File: src/rtl/gpu_def.sv
// Shared GPU definitions for the rectangle scanner and its span helpers.
// Latency: n/a (types only).
// Backpressure: n/a.
package gpu_def;

  // Scanner job phases: waiting for a command, emitting groups, one-cycle completion.
  typedef enum logic [1:0] {
    SR_IDLE = 2'd0,
    SR_SCAN = 2'd1,
    SR_DONE = 2'd2
  } scanRectState_t;

endpackage

File: src/rtl/gpu_scan_span_mask.sv
// Lane mask for one pixel group: lane i is set when gx+i lies in [lo, hi).
// Latency: combinational.
// Backpressure: none; the caller holds the inputs stable while stalled.
module gpu_scan_span_mask #(
  parameter int XW = 14,
  parameter int P  = 2
) (
  input  logic signed [XW-1:0] gx_i,
  input  logic signed [XW-1:0] lo_i,
  input  logic signed [XW-1:0] hi_i,
  output logic [P-1:0]         mask_o
);

  // Operands are wide enough that neither the lane position nor the span end can wrap.
  for (genvar i = 0; i < P; i++) begin : g_lane
    logic signed [XW-1:0] px;
    assign px        = gx_i + $signed(XW'(i));
    assign mask_o[i] = (px >= lo_i) && (px < hi_i);
  end

endmodule

File: src/rtl/gpu_scan_rect.sv
// Row-major rectangle scanner emitting aligned PIX_PER_STEP pixel groups with lane masks.
// Latency: first group valid the cycle after an accepted start; one group per handshake, no bubbles.
// Backpressure: valid/ready; a group is held stable until accepted, abort drops it.
module gpu_scan_rect
  import gpu_def::*;
#(
  parameter int COORD_W      = 12,
  parameter int PIX_PER_STEP = 2
) (
  input  logic                    i_clk,
  input  logic                    i_nRst,
  input  logic                    i_start,
  input  logic                    i_abort,
  input  logic [COORD_W-1:0]      i_x0,
  input  logic [COORD_W-1:0]      i_y0,
  input  logic [COORD_W-1:0]      i_w,
  input  logic [COORD_W-1:0]      i_h,
  input  logic                    i_interlace,
  input  logic                    i_field,
  output logic                    o_busy,
  output logic                    o_valid,
  input  logic                    i_ready,
  output logic [COORD_W-1:0]      o_x,
  output logic [COORD_W-1:0]      o_y,
  output logic [PIX_PER_STEP-1:0] o_mask,
  output logic                    o_lastInRow,
  output logic                    o_lastPix,
  output logic                    o_done
);

  localparam int CW1 = COORD_W + 1;  // down-counter width
  localparam int XW  = COORD_W + 2;  // horizontal span arithmetic, never wraps
  localparam int LP  = (PIX_PER_STEP > 1) ? $clog2(PIX_PER_STEP) : 0;
  localparam logic [COORD_W-1:0] PMASK = COORD_W'(PIX_PER_STEP - 1);

  scanRectState_t         state_q, state_d;
  logic signed [XW-1:0]   gx_q, gx_d;      // current group origin (unwrapped)
  logic signed [XW-1:0]   xa_q, xa_d;      // aligned row start
  logic signed [XW-1:0]   lo_q, lo_d;      // x0
  logic signed [XW-1:0]   hi_q, hi_d;      // x0 + w
  logic [COORD_W-1:0]     y_q, y_d;
  logic                   ystep2_q, ystep2_d;
  logic [CW1-1:0]         rows_q, rows_d;  // rows remaining, including current
  logic [CW1-1:0]         cols_q, cols_d;  // groups remaining in current row
  logic [CW1-1:0]         ncols_q, ncols_d;

  logic                   start_ok, off, empty, hs, last_in_row, last_pix;
  logic [CW1-1:0]         h_ext, rows_calc, cols_calc;
  logic signed [XW-1:0]   x0_ext, xa_calc;

  // Job geometry derived from the command inputs; only used on an accepted start.
  always_comb begin
    start_ok  = i_start && !i_abort && (state_q == SR_IDLE);
    off       = i_interlace & (i_y0[0] ^ i_field);
    h_ext     = {1'b0, i_h};
    rows_calc = !i_interlace ? h_ext : (off ? (h_ext >> 1) : ((h_ext + CW1'(1)) >> 1));
    cols_calc = ({1'b0, i_x0 & PMASK} + {1'b0, i_w} + CW1'(PIX_PER_STEP - 1)) >> LP;
    x0_ext    = $signed({{2{i_x0[COORD_W-1]}}, i_x0});
    xa_calc   = $signed({{2{i_x0[COORD_W-1]}}, i_x0 & ~PMASK});
    empty     = (i_w == '0) || (rows_calc == '0);
  end

  assign hs          = (state_q == SR_SCAN) && i_ready;
  assign last_in_row = (cols_q == CW1'(1));
  assign last_pix    = last_in_row && (rows_q == CW1'(1));

  // FSM and row/column walk; abort overrides everything else.
  always_comb begin
    state_d  = state_q;
    gx_d     = gx_q;
    xa_d     = xa_q;
    lo_d     = lo_q;
    hi_d     = hi_q;
    y_d      = y_q;
    ystep2_d = ystep2_q;
    rows_d   = rows_q;
    cols_d   = cols_q;
    ncols_d  = ncols_q;
    case (state_q)
      SR_IDLE: begin
        if (start_ok) begin
          gx_d     = xa_calc;
          xa_d     = xa_calc;
          lo_d     = x0_ext;
          hi_d     = x0_ext + $signed({2'b00, i_w});
          y_d      = i_y0 + COORD_W'(off);
          ystep2_d = i_interlace;
          rows_d   = rows_calc;
          cols_d   = cols_calc;
          ncols_d  = cols_calc;
          state_d  = empty ? SR_DONE : SR_SCAN;
        end
      end
      SR_SCAN: begin
        if (hs) begin
          if (last_pix) begin
            state_d = SR_DONE;
          end else if (last_in_row) begin
            gx_d   = xa_q;
            y_d    = y_q + (ystep2_q ? COORD_W'(2) : COORD_W'(1));
            rows_d = rows_q - CW1'(1);
            cols_d = ncols_q;
          end else begin
            gx_d   = gx_q + $signed(XW'(PIX_PER_STEP));
            cols_d = cols_q - CW1'(1);
          end
        end
      end
      default: state_d = SR_IDLE;
    endcase
    if (i_abort) state_d = SR_IDLE;
  end

  // State registers with asynchronous clear.
  always_ff @(posedge i_clk or negedge i_nRst) begin
    if (!i_nRst) begin
      state_q  <= SR_IDLE;
      gx_q     <= '0;
      xa_q     <= '0;
      lo_q     <= '0;
      hi_q     <= '0;
      y_q      <= '0;
      ystep2_q <= 1'b0;
      rows_q   <= '0;
      cols_q   <= '0;
      ncols_q  <= '0;
    end else begin
      state_q  <= state_d;
      gx_q     <= gx_d;
      xa_q     <= xa_d;
      lo_q     <= lo_d;
      hi_q     <= hi_d;
      y_q      <= y_d;
      ystep2_q <= ystep2_d;
      rows_q   <= rows_d;
      cols_q   <= cols_d;
      ncols_q  <= ncols_d;
    end
  end

  gpu_scan_span_mask #(
    .XW(XW),
    .P (PIX_PER_STEP)
  ) u_mask (
    .gx_i  (gx_q),
    .lo_i  (lo_q),
    .hi_i  (hi_q),
    .mask_o(o_mask)
  );

  assign o_valid     = (state_q == SR_SCAN);
  assign o_busy      = (state_q != SR_IDLE);
  assign o_done      = (state_q == SR_DONE);
  assign o_x         = gx_q[COORD_W-1:0];
  assign o_y         = y_q;
  assign o_lastInRow = o_valid && last_in_row;
  assign o_lastPix   = o_valid && last_pix;

endmodule
File: config.mk
export PLATFORM = sky130hd
export DESIGN_NAME = gpu_scan_rect
export DESIGN_NICKNAME = d
export VERILOG_FILES = /design/src/rtl/gpu_def.sv /design/src/rtl/gpu_scan_span_mask.sv /design/src/rtl/gpu_scan_rect.sv
export SDC_FILE = /design/constraint.sdc
export NUM_CORES = 1
export LEC_CHECK = 0
export CORE_MARGIN = 4
export CORE_UTILIZATION = 62
export CTS_CLUSTER_DIAMETER = 150
export DETAILED_ROUTE_END_ITERATION = 8
export GPL_ROUTABILITY_DRIVEN = 0
export PLACE_DENSITY = 0.87
export SYNTH_ARGS = -nofsm -noshare
export SYNTH_HDL_FRONTEND = slang
export SYNTH_SLANG_ARGS = --single-unit
File: constraint.sdc
create_clock -name i_clk -period 5.75 [get_ports i_clk]
set_input_delay 0.8625 -clock i_clk [delete_from_list [all_inputs] [get_ports i_clk]]
set_output_delay 0.8625 -clock i_clk [all_outputs]
set_load 0.02 [all_outputs]
# Yosys cells after proc, flatten, opt, wreduce, memory -nomap -nowiden
# Cells that the tools add are included.
# op_classes
n_addsub	10
n_lt_le_gt_ge	4
bitwise	2
n_eq_ne	11
mux	29
n_reduce_logical	19
# ops
cell	count
$mux 13	8
$mux 12	6
$mux 14	4
$pmux 13 s2	2
$ge 14x12->1	2
$lt 14x14->1	2
$pmux 14 s2	1
$eq 13x1->1 const B	2
$sub 13x1->13 const B	2
$pmux 12 s2	1
$add 12x13->14	1
$add 14x2->14 const B	1
$add 14x3->14 const B	1
$add 1x12->13	1
$add 12x1->13 const B	1
$add 13x1->13 const B	1
$logic_not 13->1	1
$add 12x1->12	1
$add 12x2->12	1
$logic_not 12->1	1
$mux 2	6
$logic_and 1x1->1	8
$ne 3x2->1 const B	2
$reduce_and 5->1	1
other kinds (15)	18
# totals
input_bits	55
register_bits	104

# Depth between registers and ports, before layout
# Gate-level depths: netlist of the first run.
# depth
depth_word	10
mapped_depth	10

# By module
# From an unflattened synthesis of the first run, not the netlist that was laid out.
# hier_totals
cells_unflattened	1018
hier_area_um2	8185.4
# modules_own_cells
module	seq_area_each_um2	cells_per_inst	area_per_inst_um2	n_inst
gpu_scan_rect	2302.2	827	6718.9	1
gpu_scan_span_mask	0.0	191	1466.4	1

# Worst setup path after synthesis of the first run
# No wires, ideal clock.
# synth_path
path_type	reg-to-output
start	reg gx_q[7]
end	out o_mask[1]
slack_ns	2.741
arrival_ns	2.147
stages_incl_launch_ff	8
cell_sequence	dfrtp_1 -> clkbuf_1 -> ha_1 -> a2111oi_0 -> a32oi_1 -> nor3_1 -> a22oi_1 -> a311oi_1
# synth_via
elab_chain_len	3
elab_cells_between_ends	4
# synth_rtl
element	line_no	source
start, declared	gpu_scan_rect.sv:37	logic signed [XW-1:0] gx_q, gx_d;
start signal, assigned	gpu_scan_rect.sv:129	gx_q <= gx_d;
$add 14x2->14 (*)	gpu_scan_span_mask.sv:17	assign px = gx_i + $signed(XW'(i));
$ge 14x12->1 or $lt 14x14->1 (tied branches)	gpu_scan_span_mask.sv:18	assign mask_o[i] = (px >= lo_i) && (px < hi_i);
$logic_and 1x1->1 (*)	gpu_scan_span_mask.sv:18	
end, declared	gpu_scan_rect.sv:25	output logic [PIX_PER_STEP-1:0] o_mask,
# Every way passes the cells marked *; elsewhere a longest branch is shown, timed or not.

# Final worst setup path of the first run
# layout_path
start	reg gx_q[2]
end	out o_mask[0]
# layout_via
elab_chain_len	2
elab_cells_between_ends	3
# layout_rtl
element	line_no
$ge 14x12->1 or $lt 14x14->1 (tied branches)	gpu_scan_span_mask.sv:18
$logic_and 1x1->1 (*)	gpu_scan_span_mask.sv:18
# Marks and branches as above.

==> results of run 1 <==
[power by group]
group / switching (uW) / total (uW) / internal [uW]
clock: 273 / 616 / 343
combinational: 805 / 1450 / 644
sequential: 257 / 1100 / 844
total: 1330 / 3170 / 1830
[layout make-up]
| cell class | count | area [um2] | area share, % |
|---|---|---|---|
| Inverter | 63 | 236 | 2.69 |
| Clock buffer | 9 | 225 | 2.56 |
| Tap cell | 168 | 210 | 2.39 |
| Multi-Input combinational cell | 737 | 4850 | 55.1 |
| Timing Repair Buffer | 92 | 898 | 10.2 |
| Clock inverter | 7 | 81.3 | 0.924 |
| Sequential cell | 92 | 2300 | 26.2 |
[critical path: stages, from the launching register on]
cell and delay (ps):
dfrtp_1 490, ha_1 350, a21o_1 190, a21o_1 180, a211oi_1 240, o21bai_1 120
a2111oi_0 380, a221oi_1 160, clkdlybuf4s50_1 580
[how the worst min path moves through the flow]
stage | start | endpoint | slack, ps | cells past startpoint
2_1_floorplan | ncols_q[10] | ncols_q[10] | 450 | 2
6_report | i_nRst | o_y[5] | 420 | 1
4_1_cts | i_nRst | o_y[5] | 420 | 1
5_1_grt | i_nRst | o_y[5] | 430 | 1
3_3_place_gp | ncols_q[8] | ncols_q[8] | 460 | 2
3_5_place_dp | ncols_q[6] | ncols_q[6] | 470 | 2
[kinds of logic (layout without fill, tap and decap cells)]
group	after synthesis	in the layout	synth area share, %
AND/OR/NAND/NOR	331	331	21.5
AO/OA/AOI/OAI	290	290	24.2
buffers and inverters	128	171	7.11
flip-flops	92	92	29.9
adder cells (fa/ha/maj)	78	78	12.9
XOR/XNOR	31	31	3.53
multiplexers	6	6	0.797
other	1	1	0.0488
[sequential cells by signal, indices dropped and copies added (netlist names)]
register	cells
cols_q	13
gx_q	13
hi_q	14
lo_q	12
ncols_q	12
o_y	12
rows_q	13
state_q	2
ystep2_q	1
[per-stage QoR]
step	cells	hold WS, ps	instance area [um2]	util, %
3_3_place_gp	1152	459	8500	70.4
5_1_grt	1168	432	8800	73.0
3_5_place_dp	1152	467	8500	70.4
4_1_cts	1168	418	8800	73.0
6_report	1168	416	8800	73.0
2_1_floorplan	957	446	7690	-
[metal layers]
metal | track usage [%] | vias up | share of wire, %
li1 | - | 3566 | -
met1 | 41.6 | 3427 | 44
met2 | 44.3 | 304 | 46
met3 | 4.94 | 45 | 7.7
met4 | 8.52 | 0 | 2.2
met5 | 0 | - | 0
[placed cells by master (no fill, tap or decap), drive strengths merged, types with 5 or more instances in the layout]
| cell type | instances |
|---|---|
| inv | 66 |
| a21o | 13 |
| clkbuf | 9 |
| o31ai | 7 |
| clkdlybuf4s50 | 83 |
| a21oi | 53 |
| o22a | 9 |
| o21a | 10 |
| nand2 | 108 |
| o21ai | 101 |
| nand4 | 23 |
| ha | 76 |
| a211oi | 11 |
| o22ai | 10 |
| nor2b | 13 |
| a221oi | 12 |
| nor3 | 28 |
| buf | 9 |
| mux2i | 5 |
| and3 | 11 |
| nand2b | 9 |
| dfrtp | 92 |
| nor2 | 60 |
| and4 | 9 |
| o41ai | 5 |
| nand3 | 24 |
| a22o | 7 |
| nor4 | 14 |
| a31oi | 12 |
| xor2 | 12 |
| or3 | 7 |
| xnor2 | 19 |
==> results.md, run 1 <==
* First-pass GRT wire length at 33.7 mm
* Yosys reg bits at 92
* Synth Instances at 957
* LEAKAGE at 0.00377 uW
* Yosys top cell area share at 29.9%
* Pin count of the biggest net entering global routing at 67
* Nets at 1,128
* Initial antenna violation count at 0
* Worst r2r dst: rows_q[0]
* Starting Density at 63.8%
* Rows at 40
* CTS Root Cell: clkbuf_16
* Skew final at 6.03 ps
* Synth cell types at 69
* Initial DRC Count at 916
* RSZ-0062 raised after global routing: no
* Peak supply drop at 0.242 mV
* Die area at 0.0143 mm2
* Top FF cell, synth: dfrtp_1
* Count leader, synth: nand2_1
* WS Path Type: reg -> out
* Worst Setup SP: gx_q[2]
* DR pass1 iterations at 6
* Final period utilization at 68.0%
* Worst hold-check path type: in -> async
* Final WS setup at 1840 ps
* Worst R2R Path Depth at 8
* Clk buf depth at 2
* Slew Limit Fails at 0
* CP max FO at 8
* Setup violators final at 0
* Die height at 119 um
* H-tree depth at 3
* Leading area contributor after synthesis: dfrtp_1
* Worst setup SP type: flop
* Avg WL per Cell at 17.4 um
* Synth top area cells: dfrtp_1, ha_1, o21ai_0, nand2_1, a21oi_1
* Worst-Margin Slew at 998 ps
* Core ar. at 0.0121 mm2
* CTS Buf Count at 9
* GR Overflow Total at 0
* CP Capture Type: primary output
* Required @ worst endpoint at 4890 ps
* Avg Inst Size Synth at 8.04 um2
* Worst setup endpoint: o_mask[0]
* Vias in the first global route at 6,715
* CTS tree: done
* Die width at 119 um
* Power consumption at 3170 uW
* Setup_tns at 0 ps
* Pre-CTS worst setup slack at 2230 ps
* CP Data Arrival Time at 3050 ps
* Internal reg-to-reg setup slack at 2630 ps
* Final worst path period need at 3910 ps
* Relative slew slack at 33.4%
* Ys async rst share at 100%
* Tot GR Track Use at 28.8%
* Commonest cells post-synth: nand2_1, o21ai_0, dfrtp_1, ha_1, inv_1
* Drt drc at 0
* Synth warn at 0
* Vias at 7,342
* # fillers at 934
* Clk sinks at 92
* Setup bufs post-CTS at 0
* P per Cell Area at 360 mW/mm2
* Post-synthesis sequential area ratio at 29.9%
* Hold_buf cts at 0
* Max Cap Viol at 0
* Mapped cell area at 0.00769 mm2
* Worst reg2reg startpoint: cols_q[1]
* Clock transition at path regs at 70 ps
* ANT nets after route at 0
* HPWL after DPL at 14.7 mm
* Share of cells above drive strength 1 at 4.20%
* Final Hold Viols at 0
* F_max at 256 MHz
* Post-CTS sizing at 0
* P&R area growth vs syn at 14.5%
* Post-synth EDFFs at 0
* Clk Latency, worst-skew pair at 360 ps
* DR vias/cell at 6.29
* I/O Buffers at 84
* Status: finished, final reports clean
* Io pins at 86
* Ant diodes at 0
* Routed WL at 20.3 mm
* Syn nets at 1,090
Power figures use the tool's default switching activity.
==> run 2, diff against run 1 <==
--- a/config.mk
+++ b/config.mk
@@ -6,11 +6,11 @@
 export NUM_CORES = 1
 export LEC_CHECK = 0
 export CORE_MARGIN = 4
-export CORE_UTILIZATION = 62
+export CORE_UTILIZATION = 58
 export CTS_CLUSTER_DIAMETER = 150
 export DETAILED_ROUTE_END_ITERATION = 8
 export GPL_ROUTABILITY_DRIVEN = 0
-export PLACE_DENSITY = 0.87
+export PLACE_DENSITY = 0.82
 export SYNTH_ARGS = -nofsm -noshare
 export SYNTH_HDL_FRONTEND = slang
 export SYNTH_SLANG_ARGS = --single-unit
==> constraint.sdc (replaced) <==
create_clock -name i_clk -period 3.8 [get_ports i_clk]
set_input_delay 0.57 -clock i_clk [delete_from_list [all_inputs] [get_ports i_clk]]
set_output_delay 0.57 -clock i_clk [all_outputs]
set_load 0.02 [all_outputs]
==> run 2 against run 1 <==
Cell count up 0.77%. Count of clock-buffer cells in the layout up 3. Cell area up 0.37%. First-iteration DRC count down 17%. Global-route usage down 1.2 points. Critical path type unchanged. Non-clock buffer count up 5. Total power up 51%. Largest cell class unchanged. Die area up 6.4%. Wire length down 0.28%. Clock power up 45%.
==> results.md, run 2 (same netlist as run 1, synthesis figures left out) <==
* CP Data Arrival Time at 2960 ps (was 3050 ps)
* Max Cap Viol at 0 (unchanged)
* CTS Buf Count at 9 (unchanged)
* Final Hold Viols at 0 (unchanged)
* Tot GR Track Use at 27.6% (was 28.8%)
* Io pins at 86 (unchanged)
* Commonest non-fill, non-tap cell in the layout: nand2_1 (unchanged)
* Die height at 123 um (was 119 um)
* Met2 WL at 9.08 mm (was 9.28 mm)
* Initial antenna violation count at 0 (unchanged)
* Relative slew slack at 26.1% (was 33.4%)
* Pin count of the biggest net entering global routing at 44 (was 67)
* Most flop-heavy register: hi_q (unchanged)
* CP max FO at 8 (unchanged)
* RSZ-0062 raised after global routing: no (unchanged)
* CTS Root Cell: clkbuf_16 (unchanged)
* Initial DRC Count at 760 (was 916)
* Worst setup SP type: flop (unchanged)
* P&R area growth vs syn at 14.9% (was 14.5%)
* LEAKAGE at 0.00380 uW (was 0.00377 uW)
* P per Cell Area at 540 mW/mm2 (was 360 mW/mm2)
* Final worst path period need at 3530 ps
* Clock transition at path regs at 60 ps (was 70 ps)
* Status: finished, final reports clean (unchanged)
* Starting Density at 60.0% (was 63.8%)
* DR top layer: met4 (unchanged)
* Clk sinks at 92 (unchanged)
* Vias at 7,295 (was 7,342)
* Setup bufs post-CTS at 0 (unchanged)
* WS Path Type: reg -> out (unchanged)
* Setup violators final at 0 (unchanged)
* Worst-Margin Slew at 1110 ps (was 998 ps)
* Ant diodes at 0 (unchanged)
* GR Overflow Total at 0 (unchanged)
* Avg WL per Cell at 17.2 um (was 17.4 um)
* Nets at 1,133 (was 1,128)
* F_max at 284 MHz
* DR pass1 iterations at 5 (was 6)
* Final period utilization at 92.8%
* First-pass GRT wire length at 33.5 mm (was 33.7 mm)
* Required @ worst endpoint at 3230 ps (was 4890 ps)
* Max reg flops at 14 (unchanged)
* CTS tree: done (unchanged)
* CP Capture Type: primary output (unchanged)
* Power consumption at 4770 uW (was 3170 uW)
* Skew final at 6.22 ps (was 6.03 ps)
* Post-CTS sizing at 0 (unchanged)
* Routed WL at 20.2 mm (was 20.3 mm)
* Clk Latency, worst-skew pair at 340 ps (was 360 ps)
* H-tree depth at 3 (unchanged)
* Most frequent cells in the layout: nand2_1, o21ai_0, dfrtp_1 (unchanged)
* Core ar. at 0.0128 mm2 (was 0.0121 mm2)
* HPWL after DPL at 15.0 mm (was 14.7 mm)
* DR vias/cell at 6.20 (was 6.29)
* Peak supply drop at 0.345 mV (was 0.242 mV)
* # fillers at 1,088 (was 934)
* Rows at 41 (was 40)
* Die area at 0.0152 mm2 (was 0.0143 mm2)
* Hold_buf cts at 0 (unchanged)
* Die width at 123 um (was 119 um)
* Worst hold-check path type: in -> async (unchanged)
* Vias in the first global route at 6,695 (was 6,715)
* Slew Limit Fails at 0 (unchanged)
* I/O Buffers at 84 (unchanged)
* Drt drc at 0 (unchanged)
* Metal1 wirelength at 9.31 mm (was 8.97 mm)
* Clk buf depth at 2 (unchanged)
* Share of cells above drive strength 1 at 4.48% (was 4.20%)
* Setup_tns at 0 ps (unchanged)
* ANT nets after route at 0 (unchanged)
* Met3 routed wirelength at 1.55 mm (was 1.57 mm)
==> run 2: cell count changes in the layout (fill, tap and decap cells not counted), moves of 2 or more <==
cell,change
buf_4,+5
inv_6,-3
clkbuf_1,+2
clkinv_2,+2
==> run 2: per-stage QoR <==
stage	hold WS [ps]	area [um2]	setup slack (ps)	utilization, %	cells
2_1_floorplan	274	7690	1080	-	957
3_3_place_gp	459	8540	675	66.6	1161
3_5_place_dp	464	8540	607	66.6	1161
4_1_cts	196	8830	236	68.9	1177
5_1_grt	207	8840	17.8	68.9	1177
6_report	190	8840	274	68.9	1177
==> run 2: final cells by class <==
type                            count  area, um2  share of cell area (%)
Inverter                           63        236                    2.68
Clock inverter                      4       48.8                   0.552
Clock buffer                       12        246                    2.79
Sequential cell                    92       2300                    26.1
Timing Repair Buffer               97        936                    10.6
Multi-Input combinational cell    737       4850                    54.9
Tap cell                          172        215                    2.44
==> run 2: power by group <==
part | leakage, uW | total (uW) | switching, uW | internal [uW]
Combinational | 0.00252 | 2220 | 1230 | 989
Clock | 0.000147 | 893 | 366 | 527
Sequential | 0.00112 | 1650 | 375 | 1280
==> run 2: worst paths after layout <==
path	slack, ps	from	cells after the start	end
max	270	gx_q[2]	8	o_mask[0]
min	190	i_nRst	1	o_y[3]
max reg2reg	750	cols_q[9]	7	rows_q[0]
min reg2reg	470	ncols_q[0]	2	ncols_q[0]
max in group asynchronous	2800	i_nRst	2	gx_q[2]
min in group i_clk	470	ncols_q[0]	2	ncols_q[0]
==> run 2: layer usage <==
layer / up-vias / GRT usage (%)
met5: - / 0
met4: 0 / 6.64
met3: 24 / 5.22
met2: 281 / 41.9
met1: 3414 / 40.7
li1: 3576 / -
==> run 2: worst max-delay path, stage by stage, from the launching register on <==
cell and delay [ps]:
dfrtp_1 460, ha_1 350, a21o_1 190, a21o_1 180, a211oi_1 260, o21bai_1 130, a2111oi_1 360, a221oi_1 130
clkdlybuf4s50_1 560
==> run 3, diff against run 2 <==
--- a/config.mk
+++ b/config.mk
@@ -5,12 +5,12 @@
 export SDC_FILE = /design/constraint.sdc
 export NUM_CORES = 1
 export LEC_CHECK = 0
+export CAP_MARGIN = 5
 export CORE_MARGIN = 4
-export CORE_UTILIZATION = 58
+export CORE_UTILIZATION = 35
 export CTS_CLUSTER_DIAMETER = 150
 export DETAILED_ROUTE_END_ITERATION = 8
 export GPL_ROUTABILITY_DRIVEN = 0
-export PLACE_DENSITY = 0.82
 export SYNTH_ARGS = -nofsm -noshare
 export SYNTH_HDL_FRONTEND = slang
 export SYNTH_SLANG_ARGS = --single-unit
==> run 3 against run 2 <==
Total power grew 3.4%. Worst setup slack got worse by 46 ps. Worst hold slack lost 34 ps. Fmax is 1.3% lower. Wire length rose by 13%. Sequential cell count unchanged. Cell count rose by 9.3%. Critical endpoint unchanged. Clock power grew 14%. Combinational power about the same. Largest cell class unchanged. Die area rose by 61%. Global-route usage shrank 8.7 points.
==> results.md, run 3 (same netlist as run 1, synthesis figures left out) <==
* Status: finished, final reports clean (unchanged)
* LEAKAGE at 0.00384 uW (was 0.00380 uW)
* Final period utilization at 94.0% (was 92.8%)
* Vias at 7,227 (was 7,295)
* Slew Limit Fails at 0 (unchanged)
* Initial antenna violation count at 0 (unchanged)
* Initial DRC Count at 516 (was 760)
* ANT nets after route at 0 (unchanged)
* CTS Root Cell: clkbuf_16 (unchanged)
* Core ar. at 0.0213 mm2 (was 0.0128 mm2)
* WS Path Type: reg -> out (unchanged)
* Most frequent cells in the layout: nand2_1, o21ai_0, dfrtp_1 (unchanged)
* Die height at 156 um (was 123 um)
* Worst setup SP type: flop (unchanged)
* Share of cells above drive strength 1 at 5.34% (was 4.48%)
* Most flop-heavy register: hi_q (unchanged)
* P per Cell Area at 544 mW/mm2 (was 540 mW/mm2)
* Pin count of the biggest net entering global routing at 44 (unchanged)
* F_max at 280 MHz (was 284 MHz)
* CP Capture Type: primary output (unchanged)
* Drt drc at 0 (unchanged)
* Setup bufs post-CTS at 0 (unchanged)
* Die width at 156 um (was 123 um)
* Worst R2R Path Depth at 9 (was 7)
* RSZ-0062 raised after global routing: no (unchanged)
* H-tree depth at 3 (unchanged)
* Final worst path period need at 3570 ps (was 3530 ps)
* Peak supply drop at 0.224 mV (was 0.345 mV)
* Max reg flops at 14 (unchanged)
* Hold_buf cts at 0 (unchanged)
* Io pins at 86 (unchanged)
* Clk sinks at 92 (unchanged)
* Internal reg-to-reg setup slack at 940 ps (was 750 ps)
* CP cell instances: ha_1 > a21o_1 > a21o_1 > a211oi_1 > o21bai_1 > a2111oi_0 > a221oi_1 > clkdlybuf4s50_1 (was ha_1 > a21o_1 > a21o_1 > a211oi_1 > o21bai_1 > a2111oi_1 > a221oi_1 > clkdlybuf4s50_1)
* CP max FO at 8 (unchanged)
* Required @ worst endpoint at 3230 ps (about the same)
* Vias in the first global route at 6,809 (was 6,695)
* I/O Buffers at 84 (unchanged)
* Max Cap Viol at 0 (unchanged)
* DR pass1 iterations at 5 (unchanged)
* CP max stage cell: clkdlybuf4s50_1 (unchanged)
* GR Overflow Total at 0 (unchanged)
* CTS tree: done (unchanged)
* Die area at 0.0244 mm2 (was 0.0152 mm2)
* Ant diodes at 0 (unchanged)
* CP Data Arrival Time at 3000 ps (was 2960 ps)
* Skew final at 9.75 ps (was 6.22 ps)
* Power consumption at 4930 uW (was 4770 uW)
* Worst-Margin Slew at 832 ps (was 1110 ps)
* Tot GR Track Use at 18.9% (was 27.6%)
* Worst hold-check path type: in -> async (unchanged)
* HPWL after DPL at 17.1 mm (was 15.0 mm)
* Worst reg2reg startpoint: cols_q[1] (was cols_q[9])
* CTS Buf Count at 9 (unchanged)
* Setup_tns at 0 ps (unchanged)
* Worst path bufs/invs at 1 (unchanged)
* P&R area growth vs syn at 17.7% (was 14.9%)
* Avg WL per Cell at 17.7 um (was 17.2 um)
* Commonest non-fill, non-tap cell in the layout: nand2_1 (unchanged)
* Post-CTS sizing at 0 (unchanged)
* Worst r2r dst: rows_q[0] (unchanged)
* Clk buf depth at 2 (unchanged)
* Relative slew slack at 44.6% (was 26.1%)
* Clk Latency, worst-skew pair at 350 ps (was 340 ps)
* Top delay family on crit path: compound AO/OA/AOI/OAI gates (unchanged)
* First-pass GRT wire length at 37.1 mm (was 33.5 mm)
* Setup violators final at 0 (unchanged)
* DR vias/cell at 5.62 (was 6.20)
* Starting Density at 36.1% (was 60.0%)
* Max incr delay on CP at 560 ps (about the same)
* Nets at 1,140 (was 1,133)
* Routed WL at 22.8 mm (was 20.2 mm)
* Clock transition at path regs at 70 ps (was 60 ps)
* Rows at 53 (was 41)
* Final Hold Viols at 0 (unchanged)
* Top cell by count, worst path: a21o_1 (unchanged)
-- run 3: cell types whose count changed in the layout (fill, tap and decap cells not counted) --
cell | before | now
clkinvlp_4 | 0 | 1
clkinv_2 | 2 | 0
a2111oi_0 | 3 | 4
a2111oi_1 | 1 | 0
bufinv_16 | 1 | 2
inv_6 | 0 | 2
buf_4 | 14 | 21
clkbuf_1 | 2 | 0
-- run 3: layout make-up --
| class | instances | area (um2) |
|---|---|---|
| fill | 2099 | 12200 |
| clock inverter | 6 | 93.8 |
| tap | 275 | 344 |
| inverter | 63 | 236 |
| sequential | 92 | 2300 |
| multi-input combinational | 737 | 4850 |
| timing repair buffer | 104 | 988 |
| clock buffer | 10 | 239 |
-- run 3: per-stage QoR --
step	setup slack [ps]	instance area, um2	util, %	cells	hold slack (ps)
5_1_grt	19.4	9050	42.5	1287	180
2_1_floorplan	1080	7690	-	957	274
3_3_place_gp	640	8720	41.0	1271	462
6_report	228	9050	42.5	1287	156
4_1_cts	215	9050	42.5	1287	175
3_5_place_dp	622	8720	41.0	1271	470
-- run 3: routing by layer --
layer | wire [um] | global-route usage (%) | up-vias
met2 | 9920 | 28.5 | 191
met3 | 1080 | 2.13 | 27
met5 | 0 | 0 | -
met4 | 468 | 6.03 | 0
li1 | - | - | 3599
met1 | 11300 | 28.2 | 3410
-- run 3: worst max path at each step --
stage	start	to	slack (ps)	depth (start not counted)
after floorplan	gx_q[7]	o_mask[1]	1080	7
after global placement	gx_q[2]	o_mask[0]	640	8
after detailed placement	gx_q[2]	o_mask[0]	620	8
after CTS	gx_q[2]	o_mask[0]	220	8
after global routing	gx_q[11]	o_mask[0]	20	7
final	gx_q[2]	o_mask[0]	230	8
-- run 3: power breakdown --
part	total, uW	leakage [uW]	internal [uW]	switching (uW)
combinational	2240	0.00256	993	1250
clock	1020	0.000160	601	424
sequential	1660	0.00112	1280	386
